`config.mk`:
```
export PLATFORM = sky130hd
export DESIGN_NAME = serializador
export DESIGN_NICKNAME = d
export VERILOG_FILES = /design/src/rtl/link_pkg.sv /design/src/rtl/ser_hold_reg.sv /design/src/rtl/serializador.sv
export SDC_FILE = /design/constraint.sdc
export NUM_CORES = 1
export LEC_CHECK = 0
export ABC_CLOCK_PERIOD_IN_PS = 1900
export CORE_MARGIN = 4
export CORE_UTILIZATION = 25
export DETAILED_ROUTE_END_ITERATION = 16
export DONT_BUFFER_PORTS = 1
export GPL_TIMING_DRIVEN = 0
export PLACE_DENSITY_LB_ADDON = 0.3
export SETUP_SLACK_MARGIN = 0.1
export SYNTH_ARGS = -nofsm -noshare
export SYNTH_HDL_FRONTEND = slang
export SYNTH_HIERARCHICAL = 1
export SYNTH_SLANG_ARGS = --single-unit
export TNS_END_PERCENT = 1
```
`constraint.sdc`:
```
create_clock -name clock_100KHz -period 1.9 [get_ports clock_100KHz]
set_input_delay 0.38 -clock clock_100KHz [delete_from_list [all_inputs] [get_ports clock_100KHz]]
set_output_delay 0.38 -clock clock_100KHz [all_outputs]
set_load 0.05 [all_outputs]
```
`src/rtl/link_pkg.sv`:
```
// Shared types and sizing for both ends of the serial byte link.
// Serializer and deserializer state enums use distinct prefixes so both can be imported together.
package link_pkg;

    localparam int WORD_W          = 8;
    localparam int DEFAULT_TIMEOUT = 64;

    typedef enum logic [1:0] {
        SER_IDLE    = 2'd0,
        SER_SHIFT   = 2'd1,
        SER_WAIT_RX = 2'd2
    } ser_state_e;

    typedef enum logic [1:0] {
        DES_IDLE  = 2'd0,
        DES_RECV  = 2'd1,
        DES_HOLD  = 2'd2
    } des_state_e;

endpackage

```
`src/rtl/ser_hold_reg.sv`:
```
// One-entry holding register between the upstream producer and the shifter.
// Accepts on wr_vld_i && wr_rdy_o; wr_rdy_o is registered and low while a word is held.
module ser_hold_reg #(
    parameter int WIDTH = 8
) (
    input  logic             clock_100KHz,
    input  logic             reset,
    input  logic             wr_vld_i,
    input  logic [WIDTH-1:0] wr_dat_i,
    output logic             wr_rdy_o,
    input  logic             rd_i,
    output logic [WIDTH-1:0] rd_dat_o,
    output logic             full_o
);

    logic             full_q, full_d;
    logic             rdy_q;
    logic [WIDTH-1:0] dat_q, dat_d;
    logic             accept;

    assign accept = wr_vld_i && rdy_q;

    // A read and a write on the same edge leave the register full with the new word.
    always_comb begin
        full_d = full_q;
        dat_d  = dat_q;
        if (rd_i) begin
            full_d = 1'b0;
        end
        if (accept) begin
            full_d = 1'b1;
            dat_d  = wr_dat_i;
        end
    end

    always_ff @(posedge clock_100KHz or posedge reset) begin
        if (reset) begin
            full_q <= 1'b0;
            rdy_q  <= 1'b1;
            dat_q  <= '0;
        end else begin
            full_q <= full_d;
            rdy_q  <= ~full_d;
            dat_q  <= dat_d;
        end
    end

    assign wr_rdy_o = rdy_q;
    assign rd_dat_o = dat_q;
    assign full_o   = full_q;

endmodule

```
`src/rtl/serializador.sv`:
```
// LSB-first parallel-to-serial transmitter; first bit on the wire two edges after acceptance.
// Upstream stalls via ready_out while a word is held; the receiver stalls us via status_in, with a sticky timeout.
module serializador
    import link_pkg::*;
#(
    parameter int WIDTH   = WORD_W,
    parameter int TIMEOUT = DEFAULT_TIMEOUT
) (
    input  logic             clock_100KHz,
    input  logic             reset,
    input  logic [WIDTH-1:0] data_in,
    input  logic             data_valid_in,
    output logic             ready_out,
    output logic             data_out,
    output logic             write_out,
    input  logic             status_in,
    output logic             busy_out,
    output logic             error_out,
    output logic [7:0]       words_sent
);

    localparam int CNT_W = $clog2(WIDTH) + 1;
    localparam int TMO_W = $clog2(TIMEOUT) + 1;
    localparam logic [CNT_W-1:0] LAST_BIT = CNT_W'(WIDTH - 1);
    localparam logic [TMO_W-1:0] TMO_LAST = TMO_W'(TIMEOUT - 1);

    ser_state_e       state_q, state_d;
    logic [WIDTH-1:0] shift_q, shift_d;
    logic [CNT_W-1:0] bit_cnt_q, bit_cnt_d;
    logic [TMO_W-1:0] tmo_q, tmo_d;
    logic             data_q, data_d;
    logic             write_q, write_d;
    logic             busy_q;
    logic             err_q, err_d;
    logic [7:0]       words_q, words_d;

    logic             load;
    logic             hold_full;
    logic [WIDTH-1:0] hold_dat;

    ser_hold_reg #(
        .WIDTH(WIDTH)
    ) u_hold (
        .clock_100KHz (clock_100KHz),
        .reset        (reset),
        .wr_vld_i     (data_valid_in),
        .wr_dat_i     (data_in),
        .wr_rdy_o     (ready_out),
        .rd_i         (load),
        .rd_dat_o     (hold_dat),
        .full_o       (hold_full)
    );

    always_comb begin
        state_d   = state_q;
        shift_d   = shift_q;
        bit_cnt_d = bit_cnt_q;
        tmo_d     = tmo_q;
        data_d    = 1'b0;
        write_d   = 1'b0;
        err_d     = err_q;
        words_d   = words_q;
        load      = 1'b0;

        case (state_q)
            SER_IDLE: begin
                // A low status_in means the receiver still holds the previous word.
                if (hold_full && status_in) begin
                    load      = 1'b1;
                    shift_d   = hold_dat;
                    bit_cnt_d = '0;
                    state_d   = SER_SHIFT;
                end
            end
            SER_SHIFT: begin
                data_d    = shift_q[0];
                write_d   = 1'b1;
                shift_d   = shift_q >> 1;
                bit_cnt_d = bit_cnt_q + CNT_W'(1);
                if (bit_cnt_q == LAST_BIT) begin
                    tmo_d   = '0;
                    state_d = SER_WAIT_RX;
                end
            end
            SER_WAIT_RX: begin
                if (!status_in) begin
                    words_d = words_q + 8'd1;
                    state_d = SER_IDLE;
                end else begin
                    tmo_d = tmo_q + TMO_W'(1);
                    if (tmo_q == TMO_LAST) begin
                        err_d   = 1'b1;
                        state_d = SER_IDLE;
                    end
                end
            end
            default: begin
                state_d = SER_IDLE;
            end
        endcase
    end

    always_ff @(posedge clock_100KHz or posedge reset) begin
        if (reset) begin
            state_q   <= SER_IDLE;
            shift_q   <= '0;
            bit_cnt_q <= '0;
            tmo_q     <= '0;
            data_q    <= 1'b0;
            write_q   <= 1'b0;
            busy_q    <= 1'b0;
            err_q     <= 1'b0;
            words_q   <= '0;
        end else begin
            state_q   <= state_d;
            shift_q   <= shift_d;
            bit_cnt_q <= bit_cnt_d;
            tmo_q     <= tmo_d;
            data_q    <= data_d;
            write_q   <= write_d;
            busy_q    <= (state_d != SER_IDLE);
            err_q     <= err_d;
            words_q   <= words_d;
        end
    end

    assign data_out   = data_q;
    assign write_out  = write_q;
    assign busy_out   = busy_q;
    assign error_out  = err_q;
    assign words_sent = words_q;

endmodule

```
==> impl_metrics.csv, run 1 <==
group,metric,value,unit
sta,setup_viol,0,
pwr,power,2.74,mW
yosys,syn_nets,172,
sta,finalCriticalPeriod,1510,ps
worst_hold_path,hold_path_class,"primary input to async pin",
cts,cts.path.max_buffers,2,
floorplan,die_height,95.7,um
cts,cts_buffers,5,
critical_path,crit_fanout,7,
global_route,met3_usage,2.81,%
global_route,grt_max_degree,34,
sta,drv_slew,0,
yosys,synth_area_per_cell,12.3,sq um
yosys,ys_ff_latch,43,
yosys,syn-cell-area,1920,sq um
sta,worstMarginPinSlew,711,ps
sta,slew_headroom,52.5,%
cts,tritoncts,"yes",
placement,gp_congestion,0.642,
route,drt-pass1-iter-count,4,
yosys,synth.distinct_cells,46,
floorplan,core,7370,sq um
route,dr_total_vias,1190,
layout,finalNetCount,180,
layout,n_antenna_cell,0,
route,drc,0,
run_status,status,"finished, final reports clean",
yosys,synth_flop_cell,"dfrtp_1",
sta,finalCritPeriodShare,79.3,%
global_route,grt.total_usage,8.31,%
route,ant_nets,0,
pwr,ir_drop,705,uV
placement,dp_hpwl,2470,um
layout,drive_above_1_share,17.5,%
global_route,grt-ovfl-total,0,
pwr,pwr-share-clk,20.4,%
critical_path,cp.arrival,1660,ps
layout,fin_cells,265,
sta,hold_viol,0,
job,maxCapViolations,0,
route,wl,3430,um
cts,cts_root_buffer,"clkbuf_8",
cts,clock-sinks,43,
route,drt-initial-drc-count,40,
layout,final_common_cell,"dfrtp_1",
sta,max_freq,664,MHz
yosys,synth_edf_count,0,
cts,cts_resized,0,
critical_path,worstSetupStartpointType,"flop",
floorplan,io_pins,25,
pwr,p_sw,0.930,mW
cts,clkLatencyLatePin,290,ps
layout,syn2layout_area_growth,11.4,%
global_route,grt_pass1_vias,1271,
global_route,use_met2,14.1,%
pwr,p_seq_share,55.3,%
layout,final_util,29.1,%
global_route,grt_pass1_wl,5990,um
placement,dp_cells,256,
global_route,use_met1,9.99,%
yosys,ys.warnings.count,6,
global_route,grt_busiest_layer,"met2",
yosys,async_flop_share,100,%
route,routedWlPerCell,12.9,um
cts,h-tree-depth,2,
cts,post_cts_buffers,0,
critical_path,worstPathRequired,2060,ps
critical_path,cp-end-kind,"flop",
pwr,power.density,1280,nW/um^2
yosys,syn_inst,157,
floorplan,initial_core_util,26.1,%
global_route,antenna_found_initial,0,
sta,fin_setup_tns,0,ps
floorplan,die_w,95.7,um
yosys,yosysSeqAreaShare,56.0,%
placement,portBuffers,0,
sta,whs,85.1,ps
floorplan,placementRows,31,
layout,layout_common_cells,"42 x dfrtp_1, 14 x nand2_1, 10 x o21ai_0",
sta,rsz0062_at_grt,"no",
pwr,p_comb_share,24.3,%
pwr,p_sw_share,34.0,%
floorplan,die_area,9170,sq um
pwr,intPower,1.81,mW
sta,finClkSkew,5.46,ps
cts,cts.clk_slew.worst_paths,80,ps
critical_path,critPathKind,"flop to flop",
route,viasPerCell,4.49,
pwr,leakagePower,0.998,nW
-- cell families (layout without fill, tap and decap cells) --
kind of cell    count (synthesis)  after routing  synth area share (%)
fa+ha+maj                       3              3                  1.95
simple gates                   46             46                  15.9
mux                            11             11                  7.93
buf+inv                        13             22                  3.32
xor+xnor                        8              8                  3.64
flops                          43             43                  56.0
compound gates                 33             33                  11.3
-- power groups by stage --
stage	combinational [mW]	sequential (mW)	clock, mW
2_1_floorplan	0.577	1.48	0
3_3_place_gp	0.665	1.54	0
3_5_place_dp	0.680	1.54	0
4_1_cts	0.680	1.52	0.586
5_1_grt	0.742	1.56	0.635
6_report	0.665	1.52	0.559
-- critical path: stages, from the launching register on --
cell and delay (ps):
dfrtp_1 460, and2b_1 340, nor3b_2 470, nor2_1 110
-- metal layers --
layer | share of wire, % | up-vias | routed length, um
met5 | 0 | - | 0
met4 | 0.90 | 0 | 31
met3 | 4.5 | 4 | 155
met2 | 49 | 18 | 1690
met1 | 45 | 591 | 1550
li1 | - | 577 | -
-- worst paths after layout --
kind                             from                  to  slack, ps  depth (start not counted)
setup / recovery           state_q[1]            tmo_q[2]        390                          3
hold / removal                  reset          shift_q[4]         90                          1
setup reg to reg           state_q[1]            tmo_q[2]        390                          3
hold reg to reg            shift_q[0]            data_out        480                          1
max in group asynchronous       reset     u_hold/wr_rdy_o       1090                          2
min in group clock_100KHz  data_in[3]  u_hold/rd_dat_o[3]        230                          1
-- flip-flops by register name, indices dropped and copies added (netlist names), 2 cells and up --
signal           cells
state_q              2
tmo_q                7
u_hold/rd_dat_o      8
shift_q              8
bit_cnt_q            4
words_sent           8
-- what timing repair did --
action                                  4_1_cts  5_1_grt
hold buffers                                  1        0
endpoints found under the hold margin         9        0
endpoints found under the setup margin        0        0
-- cell usage after synthesis (2+ instances only) --
library cell  count  area [sq um]
inv_1             7          26.3
nand2b_1          4          25.0
mux2_2            2          22.5
dfrtp_1          42          1050
nand2_1          14          52.6
nand4_1           3          18.8
and3b_1           2          17.5
ha_1              3          37.5
a22o_1            3          26.3
buf_2             3          15.0
nor2_1            2          7.51
mux2_4            8           120
or3_1             3          18.8
xor2_1            2          17.5
nand3_1           3          15.0
a22oi_1           5          37.5
a221oi_1          2          17.5
xnor2_1           6          52.6
a21oi_1           7          35.0
o21ai_0          10          50.1
-- area by class of cell --
cell class,count,area (sq um)
fillers,795,5230
flip-flops and latches,43,1080
multi-input cells,101,783
well taps,99,124
clock buffers,6,72.6
plain buffers,6,37.5
inverters,7,26.3
clock inverters,2,12.5
repair buffers,1,10.0
-- metrics by stage --
stage                     setup slack [ps]  area, sq um
after floorplan                        480         1920
after global placement                 336         2050
after detailed placement               321         2050
after CTS                              375         2140
after global routing                   284         2140
final                                  393         2140
No activity file was read; power rests on OpenSTA's default activity.
==> inputs of run 2 (changes only) <==
--- a/config.mk
+++ b/config.mk
@@ -5,7 +5,7 @@
 export SDC_FILE = /design/constraint.sdc
 export NUM_CORES = 1
 export LEC_CHECK = 0
-export ABC_CLOCK_PERIOD_IN_PS = 1900
+export ABC_CLOCK_PERIOD_IN_PS = 1360
 export CORE_MARGIN = 4
 export CORE_UTILIZATION = 25
 export DETAILED_ROUTE_END_ITERATION = 16
==> constraint.sdc (replaced) <==
create_clock -name clock_100KHz -period 1.36 [get_ports clock_100KHz]
set_input_delay 0.272 -clock clock_100KHz [delete_from_list [all_inputs] [get_ports clock_100KHz]]
set_output_delay 0.272 -clock clock_100KHz [all_outputs]
set_load 0.05 [all_outputs]
==> run 2 against run 1 <==
The run now ends with negative hold slack, negative setup slack left. Die area stayed put. Non-clock buffer count increased by 2. Cell area up 3.1%. Total power increased by 44%. Combinational power increased by 52%. Sequential share of layout area shrank 0.89 points. Maximum frequency grew 8.9%. First-iteration DRC count grew 7.5%. Global-route usage is 0.36 points higher. Clock power grew 40%. Clock skew increased by 1.9 ps. Cell count up 0.75%. Critical path type unchanged. Largest cell class unchanged. Highest routed layer unchanged.
==> impl_metrics.csv, run 2 (same netlist as run 1, synthesis figures left out) <==
group,metric,value,unit
run_status,status,"finished, violations left",
run_status,failed_checks,"negative hold slack, negative setup slack",
global_route,grt_pass1_vias,1276,
layout,syn2layout_area_growth,14.8,%
sta,setup_viol,2,
global_route,grt-ovfl-total,0,
sta,worstMarginPinSlew,702,ps
route,drt-initial-drc-count,43,
critical_path,worstPathRequired,1590,ps
placement,portBuffers,0,
pwr,power.density,1780,nW/um^2
floorplan,die_area,9170,sq um
floorplan,die_w,95.7,um
floorplan,die_height,95.7,um
global_route,grt_max_degree,34,
sta,setup_slack,-23.9,ps
floorplan,placementRows,31,
pwr,p_sw,1.34,mW
pwr,ir_drop,1080,uV
cts,h-tree-depth,2,
cts,cts.path.max_buffers,2,
cts,cts.clk_slew.worst_paths,80,ps
critical_path,worstSetupStartpointType,"flop",
route,drt-pass1-iter-count,4,
route,ant_nets,0,
sta,drv_slew,0,
placement,dp_cells,256,
cts,cts_root_buffer,"clkbuf_8",
cts,clkLatencyLatePin,300,ps
placement,placed_cell_area,2060,sq um
pwr,p_seq_share,54.6,%
sta,finClkSkew,7.34,ps
floorplan,initial_core_util,26.1,%
sta,rsz0062_at_grt,"yes",
cts,tritoncts,"yes",
placement,gp_congestion,0.639,
pwr,leakagePower,0.993,nW
critical_path,rr_worst_depth,4,
global_route,antenna_found_initial,0,
placement,dp_hpwl,2490,um
layout,fin_cells,267,
critical_path,crit-reg2reg-launch,"state_q[0]",
critical_path,crit_fanout,10,
route,routedWlPerCell,13.2,um
floorplan,core,7370,sq um
sta,finalCritPeriodShare,102,%
route,drc,0,
route,wl,3540,um
layout,layout_common_cells,"34 x dfrtp_1, 14 x nand2_1, 9 x o21ai_0",
sta,hold_viol,33,
sta,whs,-37.5,ps
pwr,pwr-share-clk,19.9,%
pwr,p_comb_share,25.5,%
floorplan,io_pins,25,
layout,n_antenna_cell,0,
critical_path,cp-end-kind,"flop",
critical_path,cp.arrival,1610,ps
global_route,grt_pass1_wl,6130,um
pwr,p_sw_share,34.0,%
critical_path,r2r-end,"tmo_q[5]",
layout,stdcell_area,2210,sq um
layout,finalNetCount,182,
cts,cts_buffers,5,
worst_hold_path,hold_path_class,"primary input to async pin",
cts,clock-sinks,43,
layout,drive_above_1_share,26.2,%
critical_path,critPathKind,"flop to flop",
route,viasPerCell,4.53,
route,dr_total_vias,1209,
layout,final_common_cell,"dfrtp_1",
layout,regArea,1090,sq um
layout,final_util,30.0,%
critical_path,reg2reg_slack,-20,ps
global_route,grt.total_usage,8.68,%
sta,max_freq,723,MHz
job,maxCapViolations,0,
pwr,intPower,2.60,mW
sta,slew_headroom,53.1,%
layout,multi_input_area,812,sq um
sta,finalCriticalPeriod,1380,ps
layout,fillCellCount,774,
==> run 2: cell types whose count changed in the layout (fill, tap and decap cells not counted), moves of 2 or more <==
cell,delta
dfrtp_1,-8
dfrtp_2,+8
buf_4,+4
buf_2,-2
==> run 2: area by class of cell <==
type / instances / share of cell area (%)
well taps: 99 / 5.61
repair buffers: 3 / 1.13
flip-flops and latches: 43 / 49.4
clock inverters: 1 / 0.227
inverters: 7 / 1.19
multi-input cells: 101 / 36.7
clock buffers: 7 / 3.45
plain buffers: 6 / 2.27
==> run 2: how the worst max path moves through the flow <==
stage / endpoint / from / depth (start not counted) / slack (ps)
2_1_floorplan: bit_cnt_q[2] / status_in / 5 / 40
3_3_place_gp: words_sent[3] / reset / 1 / -180
3_5_place_dp: words_sent[3] / reset / 1 / -180
4_1_cts: tmo_q[5] / state_q[0] / 4 / -60
5_1_grt: bit_cnt_q[3] / state_q[0] / 5 / -120
6_report: tmo_q[5] / state_q[0] / 4 / -20
==> run 2: metrics by stage <==
step	total power [mW]	TNS, ps	setup WS [ps]
6_report	3.94	-42.4	-23.9
3_5_place_dp	3.11	-5080	-181
2_1_floorplan	2.88	0	41.0
5_1_grt	4.23	-1610	-117
3_3_place_gp	3.08	-5110	-181
4_1_cts	4.00	-115	-57.7
==> run 2: timing repair <==
action / in CTS / in global routing
endpoints found under the hold margin: 9 / 0
gates resized for setup: 16 / 1
hold buffers: 1 / 0
buffers inserted: 0 / 2
setup endpoints to repair: 45 / 41
pin swaps: 7 / 2
==> run 2: metal layers <==
layer	track usage, %	share of wire (%)	up-vias
li1	-	-	582
met3	3.21	5.8	5
met5	0	0	-
met4	3.20	1.3	0
met2	13.4	47	26
met1	11.1	46	596
==> run 2: power groups by stage <==
stage	Sequential, mW	Combinational, mW	Clock [mW]
floorplan	2.07	0.808	0
CTS	2.16	1.01	0.824
finish	2.15	1.01	0.784
global route	2.21	1.12	0.899
detailed placement	2.16	0.952	0
global placement	2.15	0.926	0
==> run 2: critical path, cell delays in order (launching register included) <==
cell and delay, ps:
dfrtp_1 400, buf_6 140, nand4b_4 210, or4_4 440, a21oi_2 130
==> inputs of run 3 (changes only) <==
--- a/config.mk
+++ b/config.mk
@@ -6,6 +6,8 @@
 export NUM_CORES = 1
 export LEC_CHECK = 0
 export ABC_CLOCK_PERIOD_IN_PS = 1360
+export CELL_PAD_IN_SITES_DETAIL_PLACEMENT = 1
+export CELL_PAD_IN_SITES_GLOBAL_PLACEMENT = 2
 export CORE_MARGIN = 4
 export CORE_UTILIZATION = 25
 export DETAILED_ROUTE_END_ITERATION = 16
==> run 3 against run 2 <==
The run ends with negative setup slack left. Non-clock buffer count is 4 higher. Wire length rose by 17%. Clock skew is 1.8 ps higher. Cell area rose by 4.6%. Clock power is 2.9% higher. Register-to-register slack lost 30 ps. Total power increased by 4.5%. Clock-buffer cell count is 1 lower. Sequential power rose by 2%. Maximum frequency is 2.3% lower. First-iteration DRC count decreased by 37%. Worst setup slack got worse by 33 ps. Critical path type unchanged. Critical endpoint unchanged.
==> impl_metrics.csv, run 3 (same netlist as run 1, synthesis figures left out) <==
group,metric,value,unit
route,drt-initial-drc-count,27,
route,drt-pass1-iter-count,4,
job,maxCapViolations,0,
pwr,p_sw_share,35.1,%
route,drc,0,
global_route,grt_pass1_vias,1384,
sta,setup_viol,5,
floorplan,die_height,95.7,um
cts,clock-sinks,43,
layout,final_common_cell,"dfrtp_1",
critical_path,worstPathRequired,1590,ps
critical_path,slowest_stage,"or4_4",
sta,hold_viol,0,
layout,syn2layout_area_growth,20.1,%
sta,slew_headroom,68.4,%
critical_path,cp_cell_sequence,"buf_6 > nand4b_4 > or4_4 > a21oi_2",
run_status,failed_checks,"negative setup slack",
run_status,status,"finished, violations left",
placement,pre_cts_ws,-200,ps
cts,h-tree-depth,2,
pwr,p_comb_share,27.4,%
cts,tritoncts,"yes",
worst_hold_path,hold_path_class,"primary input to flop",
cts,cts_root_buffer,"clkbuf_8",
pwr,power,4.12,mW
sta,finalCriticalPeriod,1420,ps
sta,rsz0062_at_grt,"yes",
route,wl,4150,um
global_route,grt_pass1_wl,6900,um
pwr,leakagePower,1.02,nW
pwr,pwr-share-clk,19.6,%
global_route,antenna_found_initial,0,
cts,cts.clk_slew.worst_paths,90,ps
sta,setup_slack,-56.5,ps
layout,n_antenna_cell,0,
layout,layout_common_cells,"33 x dfrtp_1, 14 x nand2_1, 9 x o21ai_0, 9 x dfrtp_2, 8 x mux2_4",
route,routedWlPerCell,15.3,um
layout,finalNetCount,186,
route,ant_nets,0,
floorplan,placementRows,31,
critical_path,worstSetupStartpointType,"flop",
cts,clkLatencyLatePin,290,ps
critical_path,cp-end-kind,"flop",
global_route,grt.total_usage,9.67,%
cts,cts_buffers,5,
critical_path,cp_num_buf_inv,1,
critical_path,cp.arrival,1640,ps
critical_path,critPathMaxStageDelay,440,ps
floorplan,io_pins,25,
pwr,p_seq_share,53.0,%
route,dr_total_vias,1244,
critical_path,critPathKind,"flop to flop",
pwr,intPower,2.67,mW
sta,finalCritPeriodShare,104,%
cts,cts.path.max_buffers,2,
layout,drive_above_1_share,30.8,%
pwr,p_sw,1.45,mW
floorplan,die_w,95.7,um
sta,whs,121,ps
sta,max_freq,706,MHz
floorplan,die_area,9170,sq um
sta,worstMarginPinSlew,475,ps
sta,drv_slew,0,
global_route,grt-ovfl-total,0,
global_route,grt_max_degree,34,
critical_path,crit_fanout,9,
pwr,power.density,1780,nW/um^2
placement,dp_hpwl,2930,um
sta,finClkSkew,9.14,ps
critical_path,path_delay_family,"simple AND/OR/NAND/NOR gates",
route,viasPerCell,4.59,
placement,portBuffers,0,
placement,gp_congestion,0.706,
floorplan,core,7370,sq um
floorplan,initial_core_util,26.1,%
layout,fillCellCount,815,
pwr,ir_drop,980,uV
==> run 3: power by group through the flow <==
stage | clock [mW] | combinational [mW] | sequential, mW
4_1_cts | 0.845 | 1.04 | 2.16
3_3_place_gp | 0 | 0.927 | 2.15
6_report | 0.807 | 1.13 | 2.19
3_5_place_dp | 0 | 0.972 | 2.17
5_1_grt | 0.894 | 1.25 | 2.24
2_1_floorplan | 0 | 0.808 | 2.07
==> run 3: path summary, 6_finish.rpt <==
path / start / to / slack, ps / depth (start not counted)
hold reg to reg: shift_q[0] / data_out / 490 / 1
hold / removal: data_in[4] / u_hold/rd_dat_o[4] / 120 / 1
max in group asynchronous: reset / state_q[1] / 580 / 3
min in group asynchronous: reset / words_sent[3] / 360 / 2
setup / recovery: state_q[0] / tmo_q[5] / -60 / 4
setup reg to reg: state_q[0] / tmo_q[5] / -60 / 4
==> run 3: routing by layer <==
layer,part of all wire [%],GRT usage [%],vias to the layer above
met1,45,12.3,634
met3,5.0,3.13,3
met4,0.36,1.78,0
met2,50,16.2,25
met5,0,0,-
li1,-,-,582
==> run 3: area by class of cell <==
type	instances	area [sq um]	area share (%)
Multi-Input combinational cell	101	846	36.6
Tap cell	99	124	5.36
Clock inverter	2	12.5	0.541
Clock buffer	6	72.6	3.14
Inverter	7	26.3	1.14
Timing Repair Buffer	7	77.6	3.36
Buffer	6	60.1	2.60
Sequential cell	43	1090	47.3
==> run 3: repair_timing <==
item	4_1_cts	5_1_grt
cloned	0	1
setup endpoints to repair	45	41
hold buffers	1	1
gates resized for setup	15	14
pin swaps	5	10
setup buffers	0	3
endpoints found under the hold margin	9	8
==> run 3: stage by stage <==
| step | instances | utilization [%] | setup TNS, ps | instance area [sq um] |
|---|---|---|---|---|
| after floorplan | 157 | - | 0 | 1930 |
| after global placement | 256 | 27.9 | -3980 | 2060 |
| after detailed placement | 256 | 27.9 | -6140 | 2060 |
| after CTS | 265 | 29.7 | -239 | 2190 |
| after global routing | 271 | 31.4 | -1210 | 2310 |
| final | 271 | 31.4 | -166 | 2310 |
